===== config.mk =====
export PLATFORM = sky130hd
export DESIGN_NAME = regfile_wb_scheduler
export DESIGN_NICKNAME = d
export VERILOG_FILES = /design/src/rtl/regfile_wb_scheduler.sv
export SDC_FILE = /design/constraint.sdc
export NUM_CORES = 1
export LEC_CHECK = 0
export BUFFER_PORTS_ARGS = -buffer_cell sky130_fd_sc_hd__buf_2
export CAP_MARGIN = 20
export CORE_ASPECT_RATIO = 1.5
export CORE_UTILIZATION = 48
export CTS_CLUSTER_SIZE = 25
export DETAILED_ROUTE_END_ITERATION = 6
export HOLD_SLACK_MARGIN = 0.06
export PLACE_DENSITY = 0.85
export SYNTH_ARGS = -nofsm -noshare
export SYNTH_HDL_FRONTEND = slang
export SYNTH_SLANG_ARGS = --single-unit

===== constraint.sdc =====
create_clock -name clk_i -period 2.8 [get_ports clk_i]
set_input_delay 0.42 -clock clk_i [delete_from_list [all_inputs] [get_ports clk_i]]
set_output_delay 0.42 -clock clk_i [all_outputs]
set_load 0.01 [all_outputs]

===== src/rtl/regfile_wb_scheduler.sv =====
// Writeback arbiter for a single register-file write port shared by ALU and load paths,
// with a pending-write scoreboard that stalls issue on RAW/WAW hazards and a PC-redirect port.
module regfile_wb_scheduler #(
   parameter int DATA_W = 32,
   parameter int ADDR_W = 4,
   parameter int PC_IDX = 15
) (
   input  logic                   clk_i,
   input  logic                   rst_ni,
   input  logic                   alu_valid_i,
   output logic                   alu_ready_o,
   input  logic [ADDR_W-1:0]      alu_addr_i,
   input  logic [DATA_W-1:0]      alu_data_i,
   input  logic                   mem_valid_i,
   output logic                   mem_ready_o,
   input  logic [ADDR_W-1:0]      mem_addr_i,
   input  logic [DATA_W-1:0]      mem_data_i,
   input  logic                   claim_i,
   input  logic [ADDR_W-1:0]      claim_addr_i,
   input  logic                   rs1_en_i,
   input  logic [ADDR_W-1:0]      rs1_addr_i,
   input  logic                   rs2_en_i,
   input  logic [ADDR_W-1:0]      rs2_addr_i,
   output logic                   stall_o,
   output logic                   rf_wr_en_o,
   output logic [ADDR_W-1:0]      rf_wr_addr_o,
   output logic [DATA_W-1:0]      rf_data_o,
   output logic                   pc_wr_en_o,
   output logic [DATA_W-1:0]      pc_data_o,
   output logic [(2**ADDR_W)-1:0] busy_o,
   output logic                   spurious_o
);

   localparam int NREG = 2**ADDR_W;
   localparam logic [ADDR_W-1:0] PC_ADDR = ADDR_W'(PC_IDX);

   // Handshake: a writeback moves on an edge where valid & ready are both high;
   // a requester seeing ready=0 keeps valid, addr and data stable until accepted.
   logic                r_prio;          // 0: ALU holds priority, 1: load path holds priority
   logic [NREG-1:0]     r_busy;
   logic                r_rf_wr_en;
   logic [ADDR_W-1:0]   r_rf_wr_addr;
   logic [DATA_W-1:0]   r_rf_data;
   logic                r_pc_wr_en;
   logic [DATA_W-1:0]   r_pc_data;
   logic                r_spurious;

   logic                w_alu_xfer;
   logic                w_mem_xfer;
   logic                w_xfer;
   logic                w_contest;
   logic [ADDR_W-1:0]   w_wb_addr;
   logic [DATA_W-1:0]   w_wb_data;
   logic                w_wb_is_pc;
   logic                w_stall;
   logic [NREG-1:0]     w_set;
   logic [NREG-1:0]     w_clr;
   logic [NREG-1:0]     w_busy_nxt;

   always_comb begin
      alu_ready_o = alu_valid_i & (~mem_valid_i | ~r_prio);
      mem_ready_o = mem_valid_i & (~alu_valid_i | r_prio);
      w_alu_xfer  = alu_ready_o;
      w_mem_xfer  = mem_ready_o;
      w_xfer      = w_alu_xfer | w_mem_xfer;
      w_contest   = alu_valid_i & mem_valid_i;
      w_wb_addr   = w_alu_xfer ? alu_addr_i : mem_addr_i;
      w_wb_data   = w_alu_xfer ? alu_data_i : mem_data_i;
      w_wb_is_pc  = (w_wb_addr == PC_ADDR);
   end

   // The claim term is the WAW check against a destination already in flight.
   always_comb begin
      w_stall = (rs1_en_i & r_busy[rs1_addr_i])
              | (rs2_en_i & r_busy[rs2_addr_i])
              | (claim_i  & r_busy[claim_addr_i]);
   end

   // Set is applied after clear so a same-edge claim of a retiring register stays busy.
   always_comb begin
      w_set = '0;
      w_clr = '0;
      if (claim_i && !w_stall) w_set[claim_addr_i] = 1'b1;
      if (r_rf_wr_en)          w_clr[r_rf_wr_addr] = 1'b1;
      if (r_pc_wr_en)          w_clr[PC_ADDR]      = 1'b1;
      w_busy_nxt = (r_busy & ~w_clr) | w_set;
   end

   always_ff @(posedge clk_i or negedge rst_ni) begin
      if (!rst_ni) begin
         r_prio       <= 1'b0;
         r_busy       <= '0;
         r_rf_wr_en   <= 1'b0;
         r_rf_wr_addr <= '0;
         r_rf_data    <= '0;
         r_pc_wr_en   <= 1'b0;
         r_pc_data    <= '0;
         r_spurious   <= 1'b0;
      end else begin
         r_busy     <= w_busy_nxt;
         r_rf_wr_en <= w_xfer & ~w_wb_is_pc;
         r_pc_wr_en <= w_xfer & w_wb_is_pc;
         r_spurious <= w_xfer & ~r_busy[w_wb_addr];
         if (w_contest) r_prio <= w_alu_xfer;
         if (w_xfer && !w_wb_is_pc) begin
            r_rf_wr_addr <= w_wb_addr;
            r_rf_data    <= w_wb_data;
         end
         if (w_xfer && w_wb_is_pc) r_pc_data <= w_wb_data;
      end
   end

   always_comb begin
      stall_o      = w_stall;
      rf_wr_en_o   = r_rf_wr_en;
      rf_wr_addr_o = r_rf_wr_addr;
      rf_data_o    = r_rf_data;
      pc_wr_en_o   = r_pc_wr_en;
      pc_data_o    = r_pc_data;
      busy_o       = r_busy;
      spurious_o   = r_spurious;
   end

endmodule


==> out/metrics.csv, run 1 <==
metric,value,unit
outcome,"complete, no violations",
drive_gt1_share,37.5,%
reg2reg_slack,0.55,ns
worstReg2RegEnd,pc_data_o[11]$_DFFE_PN0P_,
cts_buffers,9,
synth-simple-area-share,12.4,%
path_max_fanout,6,
final_cells,696,
total_switching_power,1880,µW
fin_crit_sh,88.2,%
synth.area.mux_share,18.0,%
die-width,78.9,µm
grt_pass1_wl,18600,µm
ctsResizeCount,0,
totalWireLength,11500,µm
port_buffers,180,
boundaryPins,181,
post-route-drc-count,0,
yosysWarnings,0,
antenna_found_initial,0,
track_usage,25.9,%
initial_core_util,50.1,%
finClkSkew,0.00489,ns
relSlewSlack,61.3,%
fin_crit,2.47,ns
core,8520,µm²
cts_hold_buf,0,
fin_nets,675,
pwr-share-clk,25.6,%
detailedRoute.firstIterationViolations,180,
synth_cell_types,37,
wl_per_cell,16.5,µm
power_frac_seq,41.2,%
cts_root_buf,clkbuf_16,
dieArea,9270,µm²
drt_first_pass_iters,4,
setup_viol,0,
syn_area,4260,µm²
intPower,3290,µW
cp.required,2.38,ns
combinationalPowerShare,33.2,%
slowest_stage,mux4_2,
synth_compound_area_share,14.2,%
startpoint_type,register,
finalHoldViolations,0,
end_kind,output pin,
hp-class,input port to async pin,
place_congestion,0.953,
fill_cells,684,
detail-route-antenna-nets,0,
peakVddDrop,0.576,mV
dp_hpwl,8580,µm
clk_pin_slew,0.06,ns
critPathMaxStageDelay,0.48,ns
fmax,405,MHz
die_h,117,µm
synthCells,409,
grt_max_degree,89,
synthAdderAreaFrac,0,%
power_leakage,0.00280,µW
viasPerCell,5.57,
seqCellArea,2200,µm²
clock_sinks,88,
rsz0062_at_grt,false,
diodes,0,
finalMaxSlewViolations,0,
syn_nets,500,
grt_pass1_vias,3897,
cts_setup_buffers,0,
clk-insertion-delay-late,0.34,ns
power_switching_share,36.3,%
clockBufferDepth,2,
ys_seq_area_share,51.7,%
final_util,65.5,%
crit_chain,mux4_2 > nand2b_1 > nand4b_1 > o311a_1 > nand3_1 > buf_2,
vias,3877,
multi_input_area,1920,µm²
power.density,927,nW/µm²
synth_top_family_by_area,multiplexers,
synth_area_per_cell,10.4,µm²
cts-htree-levels,3,
cts_tree,yes,
fin_tns_setup,0,ns
worstSetupPathType,register to output pin,
yosys.area_share.xor_xnor,0.205,%
worst_ep_arrival_time,2.05,ns
core.rowCount,41,
cap_violations,0,
synth-seq-cells,88,
grt_overflow,0,
reg2reg_depth,6,
area_growth,30.8,%
tightest_slew,0.580,ns
post-place-cells,680,
reg2reg_from,r_prio$_DFFE_PN0P_,
[final cells by class]
cell class / count / area share (%)
Clock buffer: 9 / 4.04
Inverter: 4 / 0.269
Sequential cell: 88 / 39.5
Clock inverter: 7 / 1.91
Multi-Input combinational cell: 295 / 34.4
Tap cell: 107 / 2.40
Timing Repair Buffer: 186 / 17.5
[synth_stat cells]
cell type	number	area [µm²]
dfrtp_1	88	2200
nand2_1	72	270
o21ai_0	67	335
mux2i_1	56	561
o21ai_1	29	145
buf_2	12	60.1
nor2_1	10	37.5
mux4_2	8	180
nand2b_1	8	50.1
a21oi_1	7	35.0
buf_4	5	37.5
nor2b_1	5	31.3
nand4b_1	4	35.0
inv_1	3	11.3
nor3_1	3	15.0
or2_2	3	18.8
a22o_1	2	17.5
a22oi_1	2	15.0
buf_6	2	22.5
clkbuf_1	2	7.51
mux2i_2	2	27.5
nand3_1	2	10.0
nand3b_1	2	15.0
nand4_1	2	12.5
a21boi_0	1	7.51
a21boi_4	1	18.8
a31oi_1	1	6.26
and2_1	1	6.26
buf_1	1	3.75
inv_2	1	3.75
nor3b_1	1	7.51
nor4_2	1	12.5
o211a_1	1	10.0
o22ai_1	1	6.26
o311a_1	1	10.0
or3b_2	1	8.76
xnor2_1	1	8.76
[placed cells by master, fill, tap and decap left out, types with 5 or more instances in the layout]
cell | synthesis | routed
a21oi_1 | 7 | 7
buf_2 | 12 | 179
buf_4 | 5 | 5
clkbuf_16 | 0 | 9
dfrtp_1 | 88 | 88
mux2i_1 | 56 | 56
mux4_2 | 8 | 8
nand2_1 | 72 | 71
nand2b_1 | 8 | 7
nor2_1 | 10 | 10
nor2b_1 | 5 | 5
o21ai_0 | 67 | 67
o21ai_1 | 29 | 29
[layer usage]
layer | global-route usage, % | wire length (µm) | up-vias
li1 | - | - | 1804
met1 | 27.9 | 4100 | 1809
met2 | 45.2 | 6040 | 221
met3 | 5.91 | 834 | 43
met4 | 15.5 | 504 | 0
met5 | 0 | 0 | -
[state kept, by name, summed over array words and instances (netlist names)]
| register | flops |
|---|---|
| busy_o | 16 |
| pc_data_o | 32 |
| pc_wr_en_o | 1 |
| r_prio | 1 |
| rf_data_o | 32 |
| rf_wr_addr_o | 4 |
| rf_wr_en_o | 1 |
| spurious_o | 1 |
[critical path: cells and delay by family, from the launching register on]
family	cells	cell delay, ns
and+or+nand+nor	3	0.35
AOI/OAI and AO/OA	1	0.28
muxes	1	0.48
buffers and inverters	1	0.14
DFF	1	0.46
[power by group through the flow]
stage          Sequential [µW]  Clock [µW]  Combinational [µW]
6_report                  2130        1320                1720
5_1_grt                   2170        1400                1890
4_1_cts                   2110        1350                1730
3_5_place_dp              2120           0                1730
3_3_place_gp              2100           0                1670
2_1_floorplan             2220           0                 788
[cell families after synthesis]
logic type / after synthesis
compound gates: 113
xor+xnor: 1
buf+inv: 26
flops: 88
mux: 66
simple gates: 115
[worst max-delay path by stage]
stage,from,to,cells past startpoint
finish,busy_o[7]$_DFF_PN0_,stall_o,6
CTS,busy_o[7]$_DFF_PN0_,stall_o,6
global placement,rs1_addr_i[1],stall_o,7
floorplan,rs1_addr_i[1],stall_o,6
global route,busy_o[7]$_DFF_PN0_,stall_o,6
detailed placement,alu_valid_i,pc_data_o[22]$_DFFE_PN0P_,7
[stage by stage]
step / power, µW / hold slack, ns / setup WS (ns) / area (µm²)
floorplan: 3010 / 0.124 / 0.697 / 4260
global placement: 3780 / 0.457 / 0.510 / 5240
detailed placement: 3850 / 0.465 / 0.454 / 5240
CTS: 5190 / 0.134 / 0.319 / 5580
global route: 5460 / 0.136 / 0.222 / 5580
finish: 5170 / 0.0883 / 0.332 / 5580
No activity file was read; power rests on OpenSTA's default activity.
==> run 2, diff against run 1 <==
--- a/config.mk
+++ b/config.mk
@@ -5,14 +5,16 @@
 export SDC_FILE = /design/constraint.sdc
 export NUM_CORES = 1
 export LEC_CHECK = 0
+export ABC_AREA = 1
 export BUFFER_PORTS_ARGS = -buffer_cell sky130_fd_sc_hd__buf_2
 export CAP_MARGIN = 20
-export CORE_ASPECT_RATIO = 1.5
+export CORE_ASPECT_RATIO = 2
 export CORE_UTILIZATION = 48
 export CTS_CLUSTER_SIZE = 25
 export DETAILED_ROUTE_END_ITERATION = 6
 export HOLD_SLACK_MARGIN = 0.06
-export PLACE_DENSITY = 0.85
+export PLACE_DENSITY = 0.84
+export SLEW_MARGIN = 20
 export SYNTH_ARGS = -nofsm -noshare
 export SYNTH_HDL_FRONTEND = slang
 export SYNTH_SLANG_ARGS = --single-unit
==> out/metrics.csv, run 2 <==
metric,value,unit,change
outcome,finished with violations,,
violations,design-rule violations,,
finalMaxSlewViolations,0,,unchanged
async_reset_ff_share,100,%,unchanged
die-width,71,µm,-10%
cp.required,2.38,ns,about the same
startpoint_type,register,,
antenna_found_initial,0,,unchanged
cap_violations,0,,unchanged
slowest_stage,dfrtp_1,,
vias,4827,,+25%
grt_max_degree,52,,-42%
final_cell_mix,"buf_2 (179), nand2_1 (169), dfrtp_1 (88), nand3_1 (82), nor2_1 (70)",,
power.density,874,nW/µm²,-5.7%
path_buf_inv,3,,+2
hold_ws,0.0678,ns,-0.0204 ns
cts_root_buf,clkbuf_16,,
finClkSkew,0.00555,ns,+0.000662 ns
yosysMostFrequentCell,nand2_1,,
dp_hpwl,10800,µm,+25%
post-route-drc-count,10,,+10
cpMostUsedCell,nand2_1,,
p_total,5100,µW,-1.2%
clk_pin_slew,0.06,ns,about the same
ys_top_cells_by_area,"dfrtp_1 (48%), nand2_1 (14%), nand3_1 (9.0%)",,
synth_common_cells,"nand2_1 (169), dfrtp_1 (88), nand3_1 (82), nor2_1 (71), inv_1 (39)",,
grt_overflow,0,,unchanged
grt_pass1_wl,22700,µm,+22%
initial_core_util,49.0,%,-1.0 points
dieArea,9940,µm²,+7.2%
finalHoldViolations,0,,unchanged
clk-insertion-delay-late,0.33,ns,about the same
boundaryPins,181,,unchanged
clock_sinks,88,,unchanged
crit_chain,inv_1 > nand2_1 > nand3_1 > nand2_1 > nand2_1 > nand3b_1 > nand3_1 > nand2_1 > nor2_4 > inv_2 > buf_2,,
die_h,140,µm,+19%
core.rowCount,50,,+22%
detailedRoute.firstIterationViolations,334,,+86%
diodes,0,,unchanged
wl_per_cell,16.3,µm,-1.3%
peakVddDrop,0.586,mV,+1.8%
fin_nets,853,,+26%
synthCells,591,,+44%
cts_hold_buf,0,,unchanged
area_growth,27.7,%,
cts_tree,yes,,
final_cells,871,,+25%
ctsResizeCount,0,,unchanged
path_max_fanout,17,,+11
power_leakage,0.00304,µW,+8.4%
fmax,414,MHz,+2.1%
post-place-cells,855,,+26%
synth_edf_count,0,,unchanged
place_congestion,0.992,,+4.1%
fin_crit,2.42,ns,-0.0513 ns
ys_seq_area_share,48.2,%,-3.5 points
grt_pass1_vias,4802,,+23%
hp-class,input port to async pin,,
synth_flop_cell,dfrtp_1,,
cts_buffers,9,,unchanged
drive_gt1_share,28.4,%,-9.1 points
core,9320,µm²,+9.5%
cts-htree-levels,3,,unchanged
syn_nets,682,,+36%
tightest_slew,0.536,ns,-0.0440 ns
worst_ep_arrival_time,2.00,ns,-0.05 ns
yosysWarnings,0,,unchanged
critPathTopFamily,simple AND/OR/NAND/NOR gates,,
viasPerCell,5.54,,-0.51%
yosysTopAreaCell,dfrtp_1,,
track_usage,29.2,%,+3.3 points
drt_first_pass_iters,7,,+3
synth_cell_types,23,,-38%
yosysTopAreaCellShare,48.2,%,-3.5 points
syn_area,4570,µm²,+7.2%
rsz0062_at_grt,false,,
critPathMaxStageDelay,0.45,ns,-0.03 ns
final_common_cell,buf_2,,
relSlewSlack,64.3,%,+2.9 points
fin_crit_sh,86.3,%,-1.8 points
end_kind,output pin,,
clockBufferDepth,2,,unchanged
totalWireLength,14200,µm,+24%
worstSetupPathType,register to output pin,,
synth_area_per_cell,7.73,µm²,-26%
port_buffers,180,,unchanged
setup_viol,0,,unchanged
synth-seq-cells,88,,unchanged
detail-route-antenna-nets,0,,unchanged
fin_tns_setup,0,ns,unchanged
cts_setup_buffers,0,,unchanged
## run 2: cells by family (layout without fill, tap and decap cells)
family,after synthesis,in the layout,synth area share (%)
buffers and inverters,74,250,7.31
and+or+nand+nor,329,329,29.9
DFF,88,88,48.2
AOI/OAI and AO/OA,100,100,14.6
## run 2: worst paths after layout
kind	from	end	slack, ns	depth (start not counted)
max	busy_o[7]$_DFF_PN0_	stall_o	0.38	11
min	rst_ni	rf_data_o[17]$_DFFE_PN0P_	0.07	1
max reg2reg	r_prio$_DFFE_PN0P_	pc_data_o[24]$_DFFE_PN0P_	0.56	10
min reg2reg	pc_data_o[0]$_DFFE_PN0P_	pc_data_o[0]$_DFFE_PN0P_	0.49	1
max in group asynchronous	rst_ni	rf_data_o[6]$_DFFE_PN0P_	2.00	2
min in group clk_i	alu_valid_i	r_prio$_DFFE_PN0P_	0.36	2
## run 2: per-stage QoR
| step | area, µm² | utilization, % | setup slack [ns] |
|---|---|---|---|
| after global routing | 5840 | 62.6 | 0.197 |
| after detailed placement | 5520 | 59.2 | 0.475 |
| after CTS | 5840 | 62.6 | 0.373 |
| after floorplan | 4570 | - | 0.935 |
| after global placement | 5520 | 59.2 | 0.586 |
| final | 5840 | 62.6 | 0.383 |
## run 2: report_power, final
group          leakage, µW  total [µW]  switching [µW]  internal, µW
Sequential         0.00103        2050             358          1690
Clock             0.000155        1240             472           764
Combinational      0.00185        1820            1090           725
## run 2: cell type report
type / instances / area, µm²
Clock inverter: 4 / 51.3
Fill cell: 843 / 3480
Clock buffer: 12 / 267
Tap cell: 104 / 130
Inverter: 47 / 176
Multi-Input combinational cell: 429 / 2040
Timing Repair Buffer: 187 / 968
Sequential cell: 88 / 2200
## run 2: layer usage
metal  global-route usage, %  wire length, µm  vias up
met3                    4.46              869       47
met2                    54.8             7740      234
met5                       0                0        -
li1                        -                -     2296
met4                    14.9              644        0
met1                    30.7             4920     2250
## run 2: worst register-to-register path, stage by stage, from the launching register on
cell	delay (ns)
dfrtp_1	0.40
nand2_1	0.09
nand2_2	0.19
inv_2	0.12
nand2_1	0.05
nand2_1	0.20
nand4_2	0.19
nor2_4	0.34
buf_12	0.27
nand3_1	0.14
o21a_1	0.12
